File: config.mk
export PLATFORM = sky130hd
export DESIGN_NAME = vga_pattern_gen
export DESIGN_NICKNAME = d
export VERILOG_FILES = /design/src/rtl/vga_pkg.sv /design/src/rtl/vga_pattern.sv /design/src/rtl/vga_pattern_gen.sv
export SDC_FILE = /design/constraint.sdc
export NUM_CORES = 1
export LEC_CHECK = 0
export BUFFER_PORTS_ARGS = -buffer_cell sky130_fd_sc_hd__buf_2
export CORE_ASPECT_RATIO = 2
export CORE_UTILIZATION = 40
export CTS_CLUSTER_DIAMETER = 150
export DETAILED_ROUTE_END_ITERATION = 10
export PLACE_DENSITY_LB_ADDON = 0.2
export SYNTH_ARGS = -nofsm -noshare
export SYNTH_HDL_FRONTEND = slang
export SYNTH_SLANG_ARGS = --single-unit
File: constraint.sdc
create_clock -name clock -period 2.4 [get_ports clock]
set_input_delay 0.12 -clock clock [delete_from_list [all_inputs] [get_ports clock]]
set_output_delay 0.12 -clock clock [all_outputs]
set_load 0.01 [all_outputs]
File: src/rtl/vga_pkg.sv
// vga_pkg: pattern-mode encodings and default 640x480@60 raster timing.
package vga_pkg;

    typedef enum logic [1:0] {
        MODE_WHITE = 2'd0,
        MODE_BARS  = 2'd1,
        MODE_CHECK = 2'd2,
        MODE_GRAD  = 2'd3
    } mode_e;

    localparam int   DEF_H_ACTIVE  = 640;
    localparam int   DEF_H_FP      = 16;
    localparam int   DEF_H_SYNC    = 96;
    localparam int   DEF_H_BP      = 48;
    localparam int   DEF_V_ACTIVE  = 480;
    localparam int   DEF_V_FP      = 10;
    localparam int   DEF_V_SYNC    = 2;
    localparam int   DEF_V_BP      = 33;
    localparam int   DEF_CLK_DIV   = 4;
    localparam int   DEF_COLOR_W   = 4;
    localparam logic DEF_SYNC_POL  = 1'b0;
    localparam int   DEF_BAR_SHIFT = 6;
    localparam int   DEF_CHK_SHIFT = 5;

    // Width of a counter spanning 0..v-1, never narrower than one bit.
    function automatic int clog2_min1(input int v);
        return (v > 1) ? $clog2(v) : 1;
    endfunction

endpackage

File: src/rtl/vga_pattern.sv
// vga_pattern: combinational test-pattern decode from pixel coordinates to RGB.
module vga_pattern
    import vga_pkg::*;
#(
    parameter int XW        = 10,
    parameter int YW        = 10,
    parameter int COLOR_W   = 4,
    parameter int BAR_SHIFT = 6,
    parameter int CHK_SHIFT = 5
) (
    input  mode_e              mode_sel,
    input  logic [XW-1:0]      x,
    input  logic [YW-1:0]      y,
    input  logic               active,
    output logic [COLOR_W-1:0] red,
    output logic [COLOR_W-1:0] green,
    output logic [COLOR_W-1:0] blue
);

    // Coordinates are widened so slices past the real counter width read as zero.
    logic [63:0] x_ext_s;
    logic [63:0] y_ext_s;
    logic [2:0]  bar_s;
    logic        chk_s;

    // Pattern select and blanking outside the visible area.
    always_comb begin
        x_ext_s = 64'(x);
        y_ext_s = 64'(y);
        bar_s   = 3'(x_ext_s >> BAR_SHIFT);
        chk_s   = 1'(x_ext_s >> CHK_SHIFT) ^ 1'(y_ext_s >> CHK_SHIFT);
        red     = {COLOR_W{1'b0}};
        green   = {COLOR_W{1'b0}};
        blue    = {COLOR_W{1'b0}};
        if (active) begin
            case (mode_sel)
                MODE_WHITE: begin
                    red   = {COLOR_W{1'b1}};
                    green = {COLOR_W{1'b1}};
                    blue  = {COLOR_W{1'b1}};
                end
                MODE_BARS: begin
                    red   = {COLOR_W{bar_s[2]}};
                    green = {COLOR_W{bar_s[1]}};
                    blue  = {COLOR_W{bar_s[0]}};
                end
                MODE_CHECK: begin
                    red   = {COLOR_W{~chk_s}};
                    green = {COLOR_W{~chk_s}};
                    blue  = {COLOR_W{~chk_s}};
                end
                MODE_GRAD: begin
                    red   = COLOR_W'(x_ext_s >> 2);
                    green = COLOR_W'(y_ext_s >> 2);
                    blue  = {COLOR_W{1'b0}};
                end
                default: begin
                    red   = {COLOR_W{1'b0}};
                    green = {COLOR_W{1'b0}};
                    blue  = {COLOR_W{1'b0}};
                end
            endcase
        end else begin
            red   = {COLOR_W{1'b0}};
            green = {COLOR_W{1'b0}};
            blue  = {COLOR_W{1'b0}};
        end
    end

endmodule

File: src/rtl/vga_pattern_gen.sv
// vga_pattern_gen: pixel divider, raster counters, sync decode and registered VGA outputs.
module vga_pattern_gen
    import vga_pkg::*;
#(
    parameter int   H_ACTIVE  = DEF_H_ACTIVE,
    parameter int   H_FP      = DEF_H_FP,
    parameter int   H_SYNC    = DEF_H_SYNC,
    parameter int   H_BP      = DEF_H_BP,
    parameter int   V_ACTIVE  = DEF_V_ACTIVE,
    parameter int   V_FP      = DEF_V_FP,
    parameter int   V_SYNC    = DEF_V_SYNC,
    parameter int   V_BP      = DEF_V_BP,
    parameter int   CLK_DIV   = DEF_CLK_DIV,
    parameter int   COLOR_W   = DEF_COLOR_W,
    parameter logic SYNC_POL  = DEF_SYNC_POL,
    parameter int   BAR_SHIFT = DEF_BAR_SHIFT,
    parameter int   CHK_SHIFT = DEF_CHK_SHIFT,
    localparam int  H_TOTAL   = H_ACTIVE + H_FP + H_SYNC + H_BP,
    localparam int  V_TOTAL   = V_ACTIVE + V_FP + V_SYNC + V_BP,
    localparam int  XW        = clog2_min1(H_TOTAL),
    localparam int  YW        = clog2_min1(V_TOTAL)
) (
    input  logic               clock,
    input  logic               res,
    input  logic [1:0]         mode,
    output logic               hsync,
    output logic               vsync,
    output logic               active,
    output logic [XW-1:0]      x,
    output logic [YW-1:0]      y,
    output logic               frame_start,
    output logic [COLOR_W-1:0] red,
    output logic [COLOR_W-1:0] green,
    output logic [COLOR_W-1:0] blue
);

    localparam int            DW       = clog2_min1(CLK_DIV);
    localparam logic [DW-1:0] DIV_LAST = DW'(CLK_DIV - 1);
    localparam logic [XW-1:0] H_LAST   = XW'(H_TOTAL - 1);
    localparam logic [XW-1:0] H_ACT    = XW'(H_ACTIVE);
    localparam logic [XW-1:0] HS_START = XW'(H_ACTIVE + H_FP);
    localparam logic [XW-1:0] HS_END   = XW'(H_ACTIVE + H_FP + H_SYNC - 1);
    localparam logic [YW-1:0] V_LAST   = YW'(V_TOTAL - 1);
    localparam logic [YW-1:0] V_ACT    = YW'(V_ACTIVE);
    localparam logic [YW-1:0] VS_START = YW'(V_ACTIVE + V_FP);
    localparam logic [YW-1:0] VS_END   = YW'(V_ACTIVE + V_FP + V_SYNC - 1);

    logic [DW-1:0]      div_q, div_d;
    logic [XW-1:0]      hcnt_q, hcnt_d;
    logic [YW-1:0]      vcnt_q, vcnt_d;
    mode_e              mode_q, mode_d;
    logic               hsync_q, hsync_d;
    logic               vsync_q, vsync_d;
    logic               active_q, active_d;
    logic [XW-1:0]      x_q, x_d;
    logic [YW-1:0]      y_q, y_d;
    logic               frame_start_q, frame_start_d;
    logic [COLOR_W-1:0] red_q, red_d;
    logic [COLOR_W-1:0] green_q, green_d;
    logic [COLOR_W-1:0] blue_q, blue_d;

    logic               pix_en_s;
    logic               origin_s;
    logic               active_s;
    mode_e              mode_sel_s;
    logic [COLOR_W-1:0] pat_red_s, pat_green_s, pat_blue_s;

    // The frame's first pixel already decodes with the freshly latched mode,
    // so a whole frame is always drawn in one pattern.
    vga_pattern #(
        .XW        (XW),
        .YW        (YW),
        .COLOR_W   (COLOR_W),
        .BAR_SHIFT (BAR_SHIFT),
        .CHK_SHIFT (CHK_SHIFT)
    ) u_pattern (
        .mode_sel (mode_sel_s),
        .x        (hcnt_q),
        .y        (vcnt_q),
        .active   (active_s),
        .red      (pat_red_s),
        .green    (pat_green_s),
        .blue     (pat_blue_s)
    );

    // Next-state: divider, raster counters, mode latch and output decode on pix_en.
    always_comb begin
        pix_en_s      = (div_q == DIV_LAST);
        origin_s      = (hcnt_q == {XW{1'b0}}) && (vcnt_q == {YW{1'b0}});
        mode_sel_s    = (pix_en_s && origin_s) ? mode_e'(mode) : mode_q;
        active_s      = (hcnt_q < H_ACT) && (vcnt_q < V_ACT);
        div_d         = div_q;
        hcnt_d        = hcnt_q;
        vcnt_d        = vcnt_q;
        mode_d        = mode_q;
        hsync_d       = hsync_q;
        vsync_d       = vsync_q;
        active_d      = active_q;
        x_d           = x_q;
        y_d           = y_q;
        red_d         = red_q;
        green_d       = green_q;
        blue_d        = blue_q;
        frame_start_d = pix_en_s && origin_s;
        if (pix_en_s) begin
            div_d = {DW{1'b0}};
            if (hcnt_q == H_LAST) begin
                hcnt_d = {XW{1'b0}};
                if (vcnt_q == V_LAST) begin
                    vcnt_d = {YW{1'b0}};
                end else begin
                    vcnt_d = vcnt_q + YW'(1);
                end
            end else begin
                hcnt_d = hcnt_q + XW'(1);
            end
            mode_d   = mode_sel_s;
            hsync_d  = ((hcnt_q >= HS_START) && (hcnt_q <= HS_END)) ? SYNC_POL : ~SYNC_POL;
            vsync_d  = ((vcnt_q >= VS_START) && (vcnt_q <= VS_END)) ? SYNC_POL : ~SYNC_POL;
            active_d = active_s;
            x_d      = hcnt_q;
            y_d      = vcnt_q;
            red_d    = pat_red_s;
            green_d  = pat_green_s;
            blue_d   = pat_blue_s;
        end else begin
            div_d = div_q + DW'(1);
        end
    end

    // State and output registers with synchronous reset.
    always_ff @(posedge clock) begin
        if (res) begin
            div_q         <= {DW{1'b0}};
            hcnt_q        <= {XW{1'b0}};
            vcnt_q        <= {YW{1'b0}};
            mode_q        <= MODE_WHITE;
            hsync_q       <= ~SYNC_POL;
            vsync_q       <= ~SYNC_POL;
            active_q      <= 1'b0;
            x_q           <= {XW{1'b0}};
            y_q           <= {YW{1'b0}};
            frame_start_q <= 1'b0;
            red_q         <= {COLOR_W{1'b0}};
            green_q       <= {COLOR_W{1'b0}};
            blue_q        <= {COLOR_W{1'b0}};
        end else begin
            div_q         <= div_d;
            hcnt_q        <= hcnt_d;
            vcnt_q        <= vcnt_d;
            mode_q        <= mode_d;
            hsync_q       <= hsync_d;
            vsync_q       <= vsync_d;
            active_q      <= active_d;
            x_q           <= x_d;
            y_q           <= y_d;
            frame_start_q <= frame_start_d;
            red_q         <= red_d;
            green_q       <= green_d;
            blue_q        <= blue_d;
        end
    end

    assign hsync       = hsync_q;
    assign vsync       = vsync_q;
    assign active      = active_q;
    assign x           = x_q;
    assign y           = y_q;
    assign frame_start = frame_start_q;
    assign red         = red_q;
    assign green       = green_q;
    assign blue        = blue_q;

endmodule

After elaboration in Yosys (flattened, before gate mapping)
Cells that the tools add are included.
Widths: inputs -> output; s select.

cells by class
  muxes and demuxes = 11
  add/sub/neg operators = 3
  equality and inequality tests = 6
  magnitude comparators = 6
  bitwise logic cells = 2
  reduce and logical (&&, ||, !) cells = 10

operators with widths
  kind                   count
  $pmux 4 s4             3
  $add 10x1->10 const B  2
  $eq 10x10->1 const B   2
  $logic_not 10->1       2
  $mux 10                2
  $mux 4                 3
  $ge 10x10->1 const B   1
  $ge 10x9->1 const B    1
  $le 10x10->1 const B   1
  $le 10x9->1 const B    1
  $lt 10x10->1 const B   1
  $lt 10x9->1 const B    1
  $eq 2x2->1 const B     3
  $logic_and 1x1->1      5
  $add 2x1->2 const B    1
  $eq 2x1->1 const B     1
  $logic_not 2->1        1
  $mux 1                 2
  $mux 2                 1
  $reduce_and 2->1       1
  $reduce_or 2->1        1
  $not 1->1              1
  $xor 1x1->1            1

storage, ports and cells
  logic and storage cells = 51
  flip-flop bits (word level) = 60
  output and inout bits = 36

Longest topological paths before layout
  depth in word-level cells = 7
  depth in mapped cells = 9

Modules after synthesis
A second synthesis with hierarchy kept.

unflattened totals
  cell total of the unflattened synthesis = 307
  area total of the unflattened synthesis = 2730.1 µm²

by module, submodules not included
  module           area each (µm²)  cells an instance  times used
  vga_pattern_gen  2566.2           277                1
  vga_pattern      163.9            30                 1

Worst setup path after synthesis
OpenSTA, ideal clock, no wires.

  path kind = register to register
  start = register vcnt_q[5]
  end = register red_q[3] (netlist: red[3])
  setup time = 0.060 ns
  cell stages (with the launch flop) = 7
  data required time = 2.340 ns
  arrival time = 2.247 ns
  clock period less this slack = 2.306 ns
  slack = 0.094 ns
  path buffers = 1
  path through = dfxtp_1 -> buf_6 -> or4_4 -> or4_4 -> or3_4 -> a21oi_4 -> a221o_1

between the ends
  word-level cells in the longest chain between the ends = 7
  elaborated cells on any way between the ends = 14
  those cells by class = order compare: 1; eq/ne: 3; mux: 3; bitwise: 2; reduce/logical: 5

RTL lines
  element                             RTL line                RTL
  start, declared                     vga_pattern_gen.sv:50   logic [YW-1:0] vcnt_q, vcnt_d;
  start signal, assigned              vga_pattern_gen.sv:136  vcnt_q <= {YW{1'b0}};
  start signal, assigned              vga_pattern_gen.sv:150  vcnt_q <= vcnt_d;
  $logic_not 10->1                    vga_pattern_gen.sv:89   origin_s = (hcnt_q == {XW{1'b0}}) && (vcnt_q == {YW{1'b0}});
  $logic_and 1x1->1                   vga_pattern_gen.sv:89
  $logic_and 1x1->1                   vga_pattern_gen.sv:90   mode_sel_s = (pix_en_s && origin_s) ? mode_e'(mode) : mode_q;
  $mux 2                              vga_pattern_gen.sv:90
  $eq 2x2->1 (tied with other cells)  vga_pattern.sv:36       case (mode_sel)
  $pmux 4 s4                          vga_pattern.sv:36
  $mux 4 *                            vga_pattern.sv:35       if (active) begin
  end signal, assigned                vga_pattern_gen.sv:144  red_q <= {COLOR_W{1'b0}};
  end signal, assigned                vga_pattern_gen.sv:158  red_q <= red_d;
  end, declared                       vga_pattern_gen.sv:58   logic [COLOR_W-1:0] red_q, red_d;

Every way passes the cells marked *; elsewhere a longest branch is shown, timed or not.
A chain may end at the register's enable or synchronous reset.

Worst setup path in the final report
  start = register hcnt_q[1]
  end = register red_q[2] (netlist: red[2])

between the ends
  word-level cells in the longest chain between the ends = 7
  elaborated cells on any way between the ends = 12
  those cells by class = order compare: 1; eq/ne: 3; mux: 3; reduce/logical: 5

RTL lines
  element                             RTL line                RTL
  start, declared                     vga_pattern_gen.sv:49   logic [XW-1:0] hcnt_q, hcnt_d;
  start signal, assigned              vga_pattern_gen.sv:135  hcnt_q <= {XW{1'b0}};
  start signal, assigned              vga_pattern_gen.sv:149  hcnt_q <= hcnt_d;
  $logic_not 10->1                    vga_pattern_gen.sv:89
  $logic_and 1x1->1                   vga_pattern_gen.sv:89
  $logic_and 1x1->1                   vga_pattern_gen.sv:90
  $mux 2                              vga_pattern_gen.sv:90
  $eq 2x2->1 (tied with other cells)  vga_pattern.sv:36
  $pmux 4 s4                          vga_pattern.sv:36
  $mux 4 *                            vga_pattern.sv:35

Marks and branches as above.

==> metrics.md <==
| Metric | Value |
|---|---|
| Final setup TNS | 0 ns |
| Relative slew slack | 55.3% |
| Syn Nets | 277 |
| CTS sink count | 57 |
| Vias post-DR | 2074 |
| CP top delay family | simple AND/OR/NAND/NOR gates |
| Crit path max-delay cell type | or4_4 |
| Most frequent cells in the layout | dfxtp_1 (57), nor2_1 (49), buf_2 (39), mux2i_1 (22), buf_4 (21) |
| HP Class | input pin to flop |
| Syn_area_per_cell | 9.22 µm² |
| Min cycle time layout | 2.32 ns |
| Max Root-Sink Buffers | 2 |
| Yosys reg bits | 57 |
| Layout cells sized above 1 | 24.5% |
| Tot GR Track Use | 21.1% |
| VDD IR max | 497 µV |
| Crit-path max cell delay | 0.53 ns |
| Seq/Total Area, Yosys | 46.2% |
| Worst Path Arrival | 2.59 ns |
| Fillers | 580 |
| CTS tree | done |
| RSZ-0062 raised after global routing | false |
| Max-cap violation count | 0 |
| Worst-Margin Slew | 0.668 ns |
| Pwr dens | 734 nW/µm² |
| Number of nets still failing antenna checks after routing | 0 |
| Final Cell Area | 3060 µm² |
| DRT Pass-1 Iters | 9 |
| Reg power frac | 43.8% |
| Failing checks | design-rule violations |
| Hpwl dp | 4510 µm |
| Synth Flop Type | dfxtp_1 |
| RR Startpoint | hcnt_q[1] |
| CTS Buf Count | 9 |
| FFs w/ async S/R, synth | 0% |
| Comb pwr share | 5.6% |
| Critical path class | flop to flop |
| Switching part of the total | 21.5% |
| Final setup viols | 0 |
| Mapped cell area | 2470 µm² |
| P_sw | 482 µW |
| Nets | 325 |
| Static Leakage | 0.00128 µW |
| First-pass GRT wire length | 10100 µm |
| Worst Path Buf+Inv | 1 |
| DRC Markers | 1 |
| IO Count | 40 |
| Die Y | 113 µm |
| Final worst path period share | 96.7% |
| Clk network pwr share | 50.6% |
| Vias in the first global route | 2128 |
| Root Buffer | clkbuf_16 |
| Status | finished, violations left |
| Wire per inst | 16.0 µm |
| Die span in x | 57.6 µm |
| Via density per instance | 5.43 |
| H-Tree Depth | 3 |
| Dpl cell area | 2800 µm² |
| DR iter-0 viols | 85 |
| Largest net degree at the start of global routing | 24 |
| Final Slew Violations | 0 |
| Initial antenna violation count | 0 |
| Hold Crit Start | mode[1] |
| Worst-path clk slew | 0.05 ns |
| FMAX | 0.431 GHz |
| Maximum fanout along the worst path | 8 |
| Nature of the critical path startpoint | flop |
| Routability cong. | 0.895 |
| EDFF count, synth | 0 |
| Crit path from | hcnt_q[1] |
| Cells after Synth | 268 |
| Starting Density | 41.5% |
| Count of cell types in the netlist | 43 |
| CP Capture Type | flop |
| Clk_lat worst skew | 0.32 ns |
| Row count | 40 |
| Power Internal | 1770 µW |
| Total gr overflow | 0 |
| Drt total wl | 6130 µm |
| Die ar. | 6510 µm² |
| CP cell instances | inv_1, ha_1, or3b_2, or4_4, or3_4, a21oi_4, a221o_1 |
| Worst EP required | 2.67 ns |
| Leading cell type in the layout, fill and taps excluded | dfxtp_1 |
| Diodes inserted | 0 |
| Synthesis Warnings | 0 |
| Area grow syn2layout | 23.9% |
| Port bufs | 39 |
| Clk_skew | 0.00442 ns |
| Core ar. | 5960 µm² |
| Hold violation total from the final report | 0 |
## cells in the mapped netlist, types with 3 or more instances
library cell / number / area [µm²]
buf_1: 3 / 11.3
a21oi_1: 8 / 40.0
o21ai_0: 6 / 30.0
dfxtp_1: 57 / 1140
mux2i_1: 22 / 220
a221o_1: 9 / 90.1
nand2_1: 15 / 56.3
nand3_1: 5 / 25.0
xor2_1: 6 / 52.6
inv_1: 6 / 22.5
nor2_1: 49 / 184
or3_1: 3 / 18.8
nand4_1: 5 / 31.3
clkbuf_1: 16 / 60.1
ha_1: 5 / 62.6
xnor2_1: 10 / 87.6
buf_4: 3 / 22.5
nor3_1: 6 / 30.0
and3_1: 3 / 18.8
## registers in the layout, summed over array words and instances (netlist names)
signal	cells
blue	1
red	4
y	10
frame_start	1
vcnt_q	10
hsync	1
div_q	2
vsync	1
green	4
active	1
mode_q	2
hcnt_q	10
x	10
## logic make-up (layout without fill, tap and decap cells)
group	Yosys count	after routing	share of synthesized area (%)
fa+ha+maj	5	5	2.53
flops	57	57	46.2
compound gates	34	34	10.7
simple gates	105	105	20.8
buf+inv	29	80	5.16
mux	22	22	8.91
xor+xnor	16	16	5.67
## metrics by stage
stage               std cells  hold slack (ns)  setup WS (ns)  util [%]  total power [µW]
finish                    382           0.0718         0.0798      51.4              2250
global route              382           0.0866       0.000637      51.4              2330
global placement          368            0.397          0.100      47.0              1130
CTS                       382           0.0674         0.0528      51.4              2270
floorplan                 268            0.264         0.0936         -              1090
detailed placement        368            0.407         0.0602      47.0              1130
## routing by layer
metal | share of wire (%) | track usage (%)
met2 | 58 | 38.1
met3 | 3.1 | 5.83
met5 | 0 | 0
met4 | 2.5 | 12.4
met1 | 37 | 20.7
## cell type report
cell class                      count  area [µm²]  share of cell area (%)
Multi-Input combinational cell    182        1200                    39.3
Sequential cell                    57        1140                    37.3
Timing Repair Buffer               60         353                    11.5
Clock buffer                       14         264                    8.62
Tap cell                           63        78.8                    2.57
Inverter                            6        22.5                   0.736
## worst reg2reg max path, stage by stage, from the launching register on
cell and delay [ns]:
dfxtp_1 0.31, inv_1 0.05, ha_1 0.12, or3b_2 0.43, or4_4 0.53, or3_4 0.40
a21oi_4 0.23, a221o_1 0.19
## repair_timing
item | 4_1_cts | 5_1_grt
endpoints found under the setup margin | 0 | 8
resized for setup | 0 | 0
hold buffers | 0 | 0
buffers inserted | 0 | 0
## worst paths after layout
kind,end,slack (ns),cells after the start
setup / recovery,red[2],0.08,7
hold / removal,mode_q[1],0.07,3
setup reg to reg,red[2],0.08,7
hold reg to reg,div_q[0],0.43,1
## power by group through the flow
stage / Clock, µW / Combinational, µW / Sequential, µW
floorplan: 0 / 83.1 / 1010
global placement: 0 / 127 / 1000
detailed placement: 0 / 129 / 1000
CTS: 1160 / 129 / 984
global route: 1200 / 139 / 986
finish: 1140 / 126 / 984
Power figures use the tool's default switching activity.
